[src/rtl/mspe_sched_pkg.sv]
`default_nettype none
// ============================================================================
// Module      : mspe_sched_pkg
// Description : Shared types and helpers for the multi-core stream PE core
//               scheduler: per-core lifecycle state encoding and the core-ID
//               width helper.
// Revision    : 1.0 - initial release
// ============================================================================
package mspe_sched_pkg;

    // Per-core lifecycle: FREE -> LOADING -> RUNNING -> HALTED -> QUEUED -> FREE
    typedef enum logic [2:0] {
        FREE    = 3'd0,
        LOADING = 3'd1,
        RUNNING = 3'd2,
        HALTED  = 3'd3,
        QUEUED  = 3'd4
    } core_state_e;

    // Width of a core index; never narrower than one bit.
    function automatic int id_w(input int cores);
        return (cores <= 2) ? 1 : $clog2(cores);
    endfunction

endpackage
`default_nettype wire

[src/rtl/mspe_id_fifo.sv]
`default_nettype none
// ============================================================================
// Module      : mspe_id_fifo
// Description : Small synchronous FIFO for completion entries. Registered
//               storage, no fall-through: a push is visible on out_valid the
//               cycle after it is written. Head data is stable while
//               out_ready is low.
// Ports       : clk, reset      - clock, synchronous active-high reset
//               in_valid/in_data - push side (dropped if full)
//               out_valid/out_data/out_ready - pop side, ready/valid
// Revision    : 1.0 - initial release
// ============================================================================
module mspe_id_fifo #(
    parameter int DEPTH = 4,
    parameter int WIDTH = 3
) (
    input  logic             clk,
    input  logic             reset,
    input  logic             in_valid,
    input  logic [WIDTH-1:0] in_data,
    output logic             out_valid,
    output logic [WIDTH-1:0] out_data,
    input  logic             out_ready
);

    localparam int PTR_W = (DEPTH <= 2) ? 1 : $clog2(DEPTH);
    localparam int CNT_W = $clog2(DEPTH + 1);

    logic [WIDTH-1:0] mem_q [DEPTH];
    logic [PTR_W-1:0] wr_ptr_q, wr_ptr_d;
    logic [PTR_W-1:0] rd_ptr_q, rd_ptr_d;
    logic [CNT_W-1:0] count_q, count_d;
    logic             do_push;
    logic             do_pop;

    assign out_valid = (count_q != '0);
    assign out_data  = mem_q[rd_ptr_q];
    assign do_pop    = out_valid && out_ready;
    assign do_push   = in_valid && (count_q != CNT_W'(DEPTH));

    always_comb begin
        wr_ptr_d = wr_ptr_q;
        rd_ptr_d = rd_ptr_q;
        count_d  = count_q;
        if (do_push) begin
            wr_ptr_d = (wr_ptr_q == PTR_W'(DEPTH - 1)) ? '0 : wr_ptr_q + PTR_W'(1);
        end
        if (do_pop) begin
            rd_ptr_d = (rd_ptr_q == PTR_W'(DEPTH - 1)) ? '0 : rd_ptr_q + PTR_W'(1);
        end
        if (do_push && !do_pop) begin
            count_d = count_q + CNT_W'(1);
        end else if (!do_push && do_pop) begin
            count_d = count_q - CNT_W'(1);
        end
    end

    always_ff @(posedge clk) begin
        if (reset) begin
            wr_ptr_q <= '0;
            rd_ptr_q <= '0;
            count_q  <= '0;
        end else begin
            wr_ptr_q <= wr_ptr_d;
            rd_ptr_q <= rd_ptr_d;
            count_q  <= count_d;
        end
    end

    // Storage needs no reset: count_q gates visibility of every entry.
    always_ff @(posedge clk) begin
        if (do_push) begin
            mem_q[wr_ptr_q] <= in_data;
        end
    end

endmodule
`default_nettype wire

[src/rtl/mspe_core_scheduler.sv]
`default_nettype none
// ============================================================================
// Module      : mspe_core_scheduler
// Description : Core-lifecycle scheduler for the multi-core stream PE. Grants
//               FREE cores round-robin, tracks each core through load, run
//               and halt, and reports completions in order through a
//               ready/valid queue. A core is only re-grantable once its
//               completion has been popped.
// Ports       : req_valid/req_ready/req_id   - core request and grant
//               load_done/load_id            - loader finished a core image
//               core_halt / core_run         - per-core halt level / run enable
//               done_valid/done_id/done_timeout/done_ready - completion queue
//               timeout_cycles               - watchdog limit (0 = off)
//               busy_mask, err_sticky        - status
// Config      : MSPE_SCHED_WATCHDOG_EN enables per-core run watchdogs.
// Revision    : 1.0 - initial release
// ============================================================================
module mspe_core_scheduler
    import mspe_sched_pkg::*;
#(
    parameter  int CORES     = 4,
    parameter  int TIMEOUT_W = 24,
    localparam int ID_W      = id_w(CORES)
) (
    input  logic                 clk,
    input  logic                 reset,
    input  logic                 req_valid,
    output logic                 req_ready,
    output logic [ID_W-1:0]      req_id,
    input  logic                 load_done,
    input  logic [ID_W-1:0]      load_id,
    input  logic [CORES-1:0]     core_halt,
    output logic [CORES-1:0]     core_run,
    output logic                 done_valid,
    output logic [ID_W-1:0]      done_id,
    output logic                 done_timeout,
    input  logic                 done_ready,
    input  logic [TIMEOUT_W-1:0] timeout_cycles,
    output logic [CORES-1:0]     busy_mask,
    output logic                 err_sticky
);

    core_state_e        state_q [CORES];
    core_state_e        state_d [CORES];
    logic [CORES-1:0]   flag_q, flag_d;          // timeout flag per core
    logic [ID_W-1:0]    last_grant_q, last_grant_d;
    logic [CORES-1:0]   halt_prev_q, halt_prev_d;
    logic [CORES-1:0]   halt_edge_q, halt_edge_d;
    logic               err_q, err_d;

    logic [CORES-1:0]   free_mask;
    logic [CORES-1:0]   wd_expire;
    logic               grant_fire;
    logic               pop_fire;
    logic               push_valid;
    logic [ID_W-1:0]    push_idx;
    logic               push_flag;
    logic [ID_W:0]      fifo_data;
    int                 rr_dist;
    int                 rr_best;

    for (genvar g = 0; g < CORES; g++) begin : g_core
        assign free_mask[g] = (state_q[g] == FREE);
        assign core_run[g]  = (state_q[g] == RUNNING);
    end

    assign busy_mask  = ~free_mask;
    assign req_ready  = |free_mask;
    assign err_sticky = err_q;
    assign grant_fire = req_valid && req_ready;
    assign pop_fire   = done_valid && done_ready;

    // Round-robin: pick the FREE core at the smallest distance past the last
    // grant, so the search starts at last_grant+1 and wraps.
    always_comb begin
        req_id  = '0;
        rr_best = CORES;
        rr_dist = 0;
        for (int i = 0; i < CORES; i++) begin
            rr_dist = i - int'(last_grant_q) - 1;
            if (rr_dist < 0) begin
                rr_dist = rr_dist + CORES;
            end
            if (state_q[i] == FREE && rr_dist < rr_best) begin
                rr_best = rr_dist;
                req_id  = ID_W'(i);
            end
        end
    end

    // Lowest-index HALTED core is pushed into the completion queue.
    always_comb begin
        push_valid = 1'b0;
        push_idx   = '0;
        push_flag  = 1'b0;
        for (int i = CORES - 1; i >= 0; i--) begin
            if (state_q[i] == HALTED) begin
                push_valid = 1'b1;
                push_idx   = ID_W'(i);
                push_flag  = flag_q[i];
            end
        end
    end

    // Halt edges are registered first; the state update consumes the
    // registered edge, giving the two-cycle halt-to-run-low latency.
    assign halt_prev_d = core_halt;
    assign halt_edge_d = core_halt & ~halt_prev_q;

    always_comb begin
        last_grant_d = last_grant_q;
        err_d        = err_q;
        flag_d       = flag_q;
        for (int i = 0; i < CORES; i++) begin
            state_d[i] = state_q[i];
        end
        if (grant_fire) begin
            last_grant_d = req_id;
        end
        for (int i = 0; i < CORES; i++) begin
            case (state_q[i])
                FREE: begin
                    if (grant_fire && int'(req_id) == i) begin
                        state_d[i] = LOADING;
                    end
                end
                LOADING: begin
                    if (load_done && int'(load_id) == i) begin
                        state_d[i] = RUNNING;
                        flag_d[i]  = 1'b0;
                    end
                end
                RUNNING: begin
                    // A real halt beats a coincident watchdog expiry.
                    if (halt_edge_q[i]) begin
                        state_d[i] = HALTED;
                        flag_d[i]  = 1'b0;
                    end else if (wd_expire[i]) begin
                        state_d[i] = HALTED;
                        flag_d[i]  = 1'b1;
                    end
                end
                HALTED: begin
                    if (int'(push_idx) == i) begin
                        state_d[i] = QUEUED;
                    end
                end
                QUEUED: begin
                    if (pop_fire && int'(done_id) == i) begin
                        state_d[i] = FREE;
                    end
                end
                default: begin
                    state_d[i] = FREE;
                end
            endcase
            if (load_done && int'(load_id) == i && state_q[i] != LOADING) begin
                err_d = 1'b1;
            end
            // A halt edge coinciding with this core's load is silently dropped.
            if (halt_edge_q[i] && state_q[i] != RUNNING &&
                !(load_done && int'(load_id) == i && state_q[i] == LOADING)) begin
                err_d = 1'b1;
            end
        end
    end

    always_ff @(posedge clk) begin
        if (reset) begin
            for (int i = 0; i < CORES; i++) begin
                state_q[i] <= FREE;
            end
            flag_q       <= '0;
            last_grant_q <= ID_W'(CORES - 1);
            halt_prev_q  <= '0;
            halt_edge_q  <= '0;
            err_q        <= 1'b0;
        end else begin
            for (int i = 0; i < CORES; i++) begin
                state_q[i] <= state_d[i];
            end
            flag_q       <= flag_d;
            last_grant_q <= last_grant_d;
            halt_prev_q  <= halt_prev_d;
            halt_edge_q  <= halt_edge_d;
            err_q        <= err_d;
        end
    end

    // Each core owns at most one entry, so DEPTH = CORES never overflows.
    mspe_id_fifo #(
        .DEPTH (CORES),
        .WIDTH (ID_W + 1)
    ) u_done_fifo (
        .clk       (clk),
        .reset     (reset),
        .in_valid  (push_valid),
        .in_data   ({push_flag, push_idx}),
        .out_valid (done_valid),
        .out_data  (fifo_data),
        .out_ready (done_ready)
    );

    assign done_id = fifo_data[ID_W-1:0];

`ifdef MSPE_SCHED_WATCHDOG_EN
    // Counter holds the number of RUNNING cycles already completed; expiry
    // fires at the end of the timeout_cycles-th RUNNING cycle.
    for (genvar g = 0; g < CORES; g++) begin : g_wd
        logic [TIMEOUT_W-1:0] wd_cnt_q;
        logic [TIMEOUT_W-1:0] wd_cnt_d;
        assign wd_cnt_d     = (state_q[g] == RUNNING) ? wd_cnt_q + TIMEOUT_W'(1) : '0;
        assign wd_expire[g] = (state_q[g] == RUNNING) && (timeout_cycles != '0) &&
                              (wd_cnt_d == timeout_cycles);
        always_ff @(posedge clk) begin
            if (reset) begin
                wd_cnt_q <= '0;
            end else begin
                wd_cnt_q <= wd_cnt_d;
            end
        end
    end
    assign done_timeout = fifo_data[ID_W];
`else
    logic unused_cfg;
    assign wd_expire    = '0;
    assign done_timeout = 1'b0;
    assign unused_cfg   = ^{timeout_cycles, fifo_data[ID_W]};
`endif

endmodule
`default_nettype wire

[config.mk]
export PLATFORM = sky130hd
export DESIGN_NAME = mspe_core_scheduler
export DESIGN_NICKNAME = d
export VERILOG_FILES = /design/src/rtl/mspe_sched_pkg.sv /design/src/rtl/mspe_id_fifo.sv /design/src/rtl/mspe_core_scheduler.sv
export SDC_FILE = /design/constraint.sdc
export NUM_CORES = 1
export LEC_CHECK = 0
export ABC_AREA = 1
export BUFFER_PORTS_ARGS = -buffer_cell sky130_fd_sc_hd__buf_4
export CAP_MARGIN = 20
export CORE_ASPECT_RATIO = 2
export CORE_MARGIN = 1.5
export CORE_UTILIZATION = 50
export CTS_BUF_LIST = sky130_fd_sc_hd__clkbuf_4
export DETAILED_ROUTE_END_ITERATION = 16
export GPL_TIMING_DRIVEN = 0
export PLACE_DENSITY = 0.73
export SYNTH_ARGS = -nofsm -noshare
export SYNTH_HDL_FRONTEND = slang
export SYNTH_HIERARCHICAL = 1
export SYNTH_SLANG_ARGS = --single-unit
[constraint.sdc]
create_clock -name clk -period 5.65 [get_ports clk]
set_clock_uncertainty 0.2 [all_clocks]
set_input_delay 0.565 -clock clk [delete_from_list [all_inputs] [get_ports clk]]
set_output_delay 0.565 -clock clk [all_outputs]
set_load 0.005 [all_outputs]
==> flow_summary.yaml <==
outcome:
  status: "completed"
pwr:
  vdd_drop_max_mv: 0.428
  swShare_pct: 48.0
  p_switching_w: 0.000819
  p_int_w: 0.000886
  pwr-share-clk_pct: 11.1
  p_seq_share_pct: 23.6
  p_leak_nw: 1.39
  p_comb_share_pct: 65.3
  powerDensity_nw_per_um2: 617
setup_path:
  slowest_stage: "dfxtp_1"
  cp_slowest_stage_delay_ns: 0.47
  cp-start-kind: "register"
  cp.required_ns: 4.89
  cpMostUsedCell: "nand2_1"
  ff2ff_setup_slack_ns: 2.04
  end_kind: "output pin"
  path_cells: "inv_1 > ha_1 > inv_1 > o21ai_1 > nand2_1 > o21ai_0 > ha_1 > nand2_1 > nand2_1 > nand2_1 > nand2_1 > nand2_2 > nand2_4 > nand2_1 > o21ai_0 > ha_1 > nand2_1 > nand2_1 > nand2_2 > nand2_4 > nand2_1 > buf_4"
  cp_max_fo: 10
  crit_type: "register to output pin"
  path_delay_family: "simple AND/OR/NAND/NOR gates"
  path_buf_inv: 3
  arrival_ns: 3.47
timing:
  whs_ns: 0.181
  rsz0062_at_grt: "no"
  maxSlewHeadroom_pct: 65.7
  worst_slew_pin_slew_ns: 0.511
  hold_violations: 0
  finalSetupViolCount: 0
  fmax_mhz: 236
  drv_slew: 0
  timing.final.crit_share_pct: 75.0
  post-route-min-period_ns: 4.24
  setup_tns_ns: 0
placement:
  io_buffers: 25
  dp_hpwl_um: 4160
  gp_congestion: 0.839
clock_tree:
  clock_sinks: 40
  htree_levels: 2
  path_clk_slew_ns: 0.12
  cts_buffers: 5
  clockBufferDepth: 2
  cts_tree: "done"
  cts_resized: 0
  post_cts_buffers: 0
  clockRootBuffer: "clkbuf_4"
  postCtsHoldBufs: 0
  clk_latency_ns: 0.34
route:
  drt_first_pass_iters: 4
  postRouteAntennaNets: 0
  vias: 2152
  viasPerCell: 4.97
  route.detailed.wl_per_inst_um: 11.6
  route.detailed.drc: 0
  routed_wl_um: 5030
  drt_iter0_markers: 44
logic_synthesis:
  yosys_warnings: 6
  avgSynthCellArea_um2: 7.05
  syn_area_um2: 2420
  synth_cells: 344
die:
  core_um2: 4640
  num_rows: 35
  io_pins: 51
  initial_core_util_pct: 52.2
  die_h_um: 101
  dieArea_um2: 5300
  die_w_um: 52.2
layout:
  diodes: 0
  num-fill-cells: 482
  finalNetCount: 427
  syn_to_final_growth_pct: 14.0
  layout-drive-gt1-share_pct: 16.9
global_routing:
  grt_max_degree: 14
  grt_pass1_vias: 2137
  grt.total_usage_pct: 21.4
  antenna_found_initial: 0
  grt.overflow.total: 0
  grt_pass1_wl_um: 8510
flow_run:
  maxCapViolCount: 0
min_path:
  min_path_type: "input port to register"
## layout make-up
class / instances / area (um2) / area share (%)
flip-flops and latches: 40 / 881 / 31.9
repair buffers: 25 / 188 / 6.79
clock inverters: 3 / 41.3 / 1.49
clock buffers: 5 / 37.5 / 1.36
inverters: 75 / 282 / 10.2
plain buffers: 3 / 16.3 / 0.589
multi-input cells: 227 / 1250 / 45.2
well taps: 55 / 68.8 / 2.49
## placed cells by master, fill, tap and decap left out, types with 2 or more instances in the layout
master and instances:
nor2_4 2, conb_1 3, nor3_1 18, ha_1 14
nand3b_1 2, clkbuf_4 5, nand2_1 53, o22ai_1 4
nand3_1 10, nor2_1 50, inv_1 66, a21oi_1 26
buf_4 26, dfxtp_1 32, nand2_4 6, nor2_2 3
edfxtp_1 8, nand2_2 6, o21ai_0 9, nand4_1 6
o21ai_1 3, inv_2 8
## per-layer routing
metal  global-route usage, %  wire length (um)  up-vias
met5                       0                 0        -
met4                    12.0               205        0
met3                    3.10               151       20
met2                    41.7              2850       47
met1                    19.9              1820      942
li1                        -                 -     1143
## stage by stage
stage / setup WS [ns] / instance area (um2) / power [W] / instances / util, %
CTS: 1.33 / 2760 / 0.00173 / 433 / 59.5
finish: 1.41 / 2760 / 0.00170 / 433 / 59.5
global placement: 1.77 / 2690 / 0.00150 / 425 / 57.8
detailed placement: 1.73 / 2690 / 0.00153 / 425 / 57.8
global route: 1.04 / 2760 / 0.00191 / 433 / 59.5
floorplan: 2.28 / 2430 / 0.00121 / 345 / -
## power by group through the flow
stage	Sequential (W)	Combinational [W]	Clock [W]
global route	0.000411	0.00129	0.000205
finish	0.000403	0.00111	0.000189
detailed placement	0.000410	0.00112	0
floorplan	0.000399	0.000811	0
CTS	0.000404	0.00113	0.000197
global placement	0.000408	0.00110	0
## worst paths after layout
check / start / endpoint / cells after the start
max: last_grant_q[0] / req_id[0] / 22
min: reset / u_done_fifo/count_q[0] / 2
max reg2reg: last_grant_q[0] / state_q[2][1] / 25
min reg2reg: halt_prev_q[0] / halt_edge_q[0] / 1
## sequential cells by signal, summed over array words and instances, names as in the netlist, named ones only
name                  flops
err_sticky                1
halt_edge_q               4
halt_prev_q               4
last_grant_q              2
state_q                  12
u_done_fifo/count_q       3
u_done_fifo/mem_q         8
u_done_fifo/rd_ptr_q      2
u_done_fifo/wr_ptr_q      2
No activity file was read; power rests on OpenSTA's default activity.
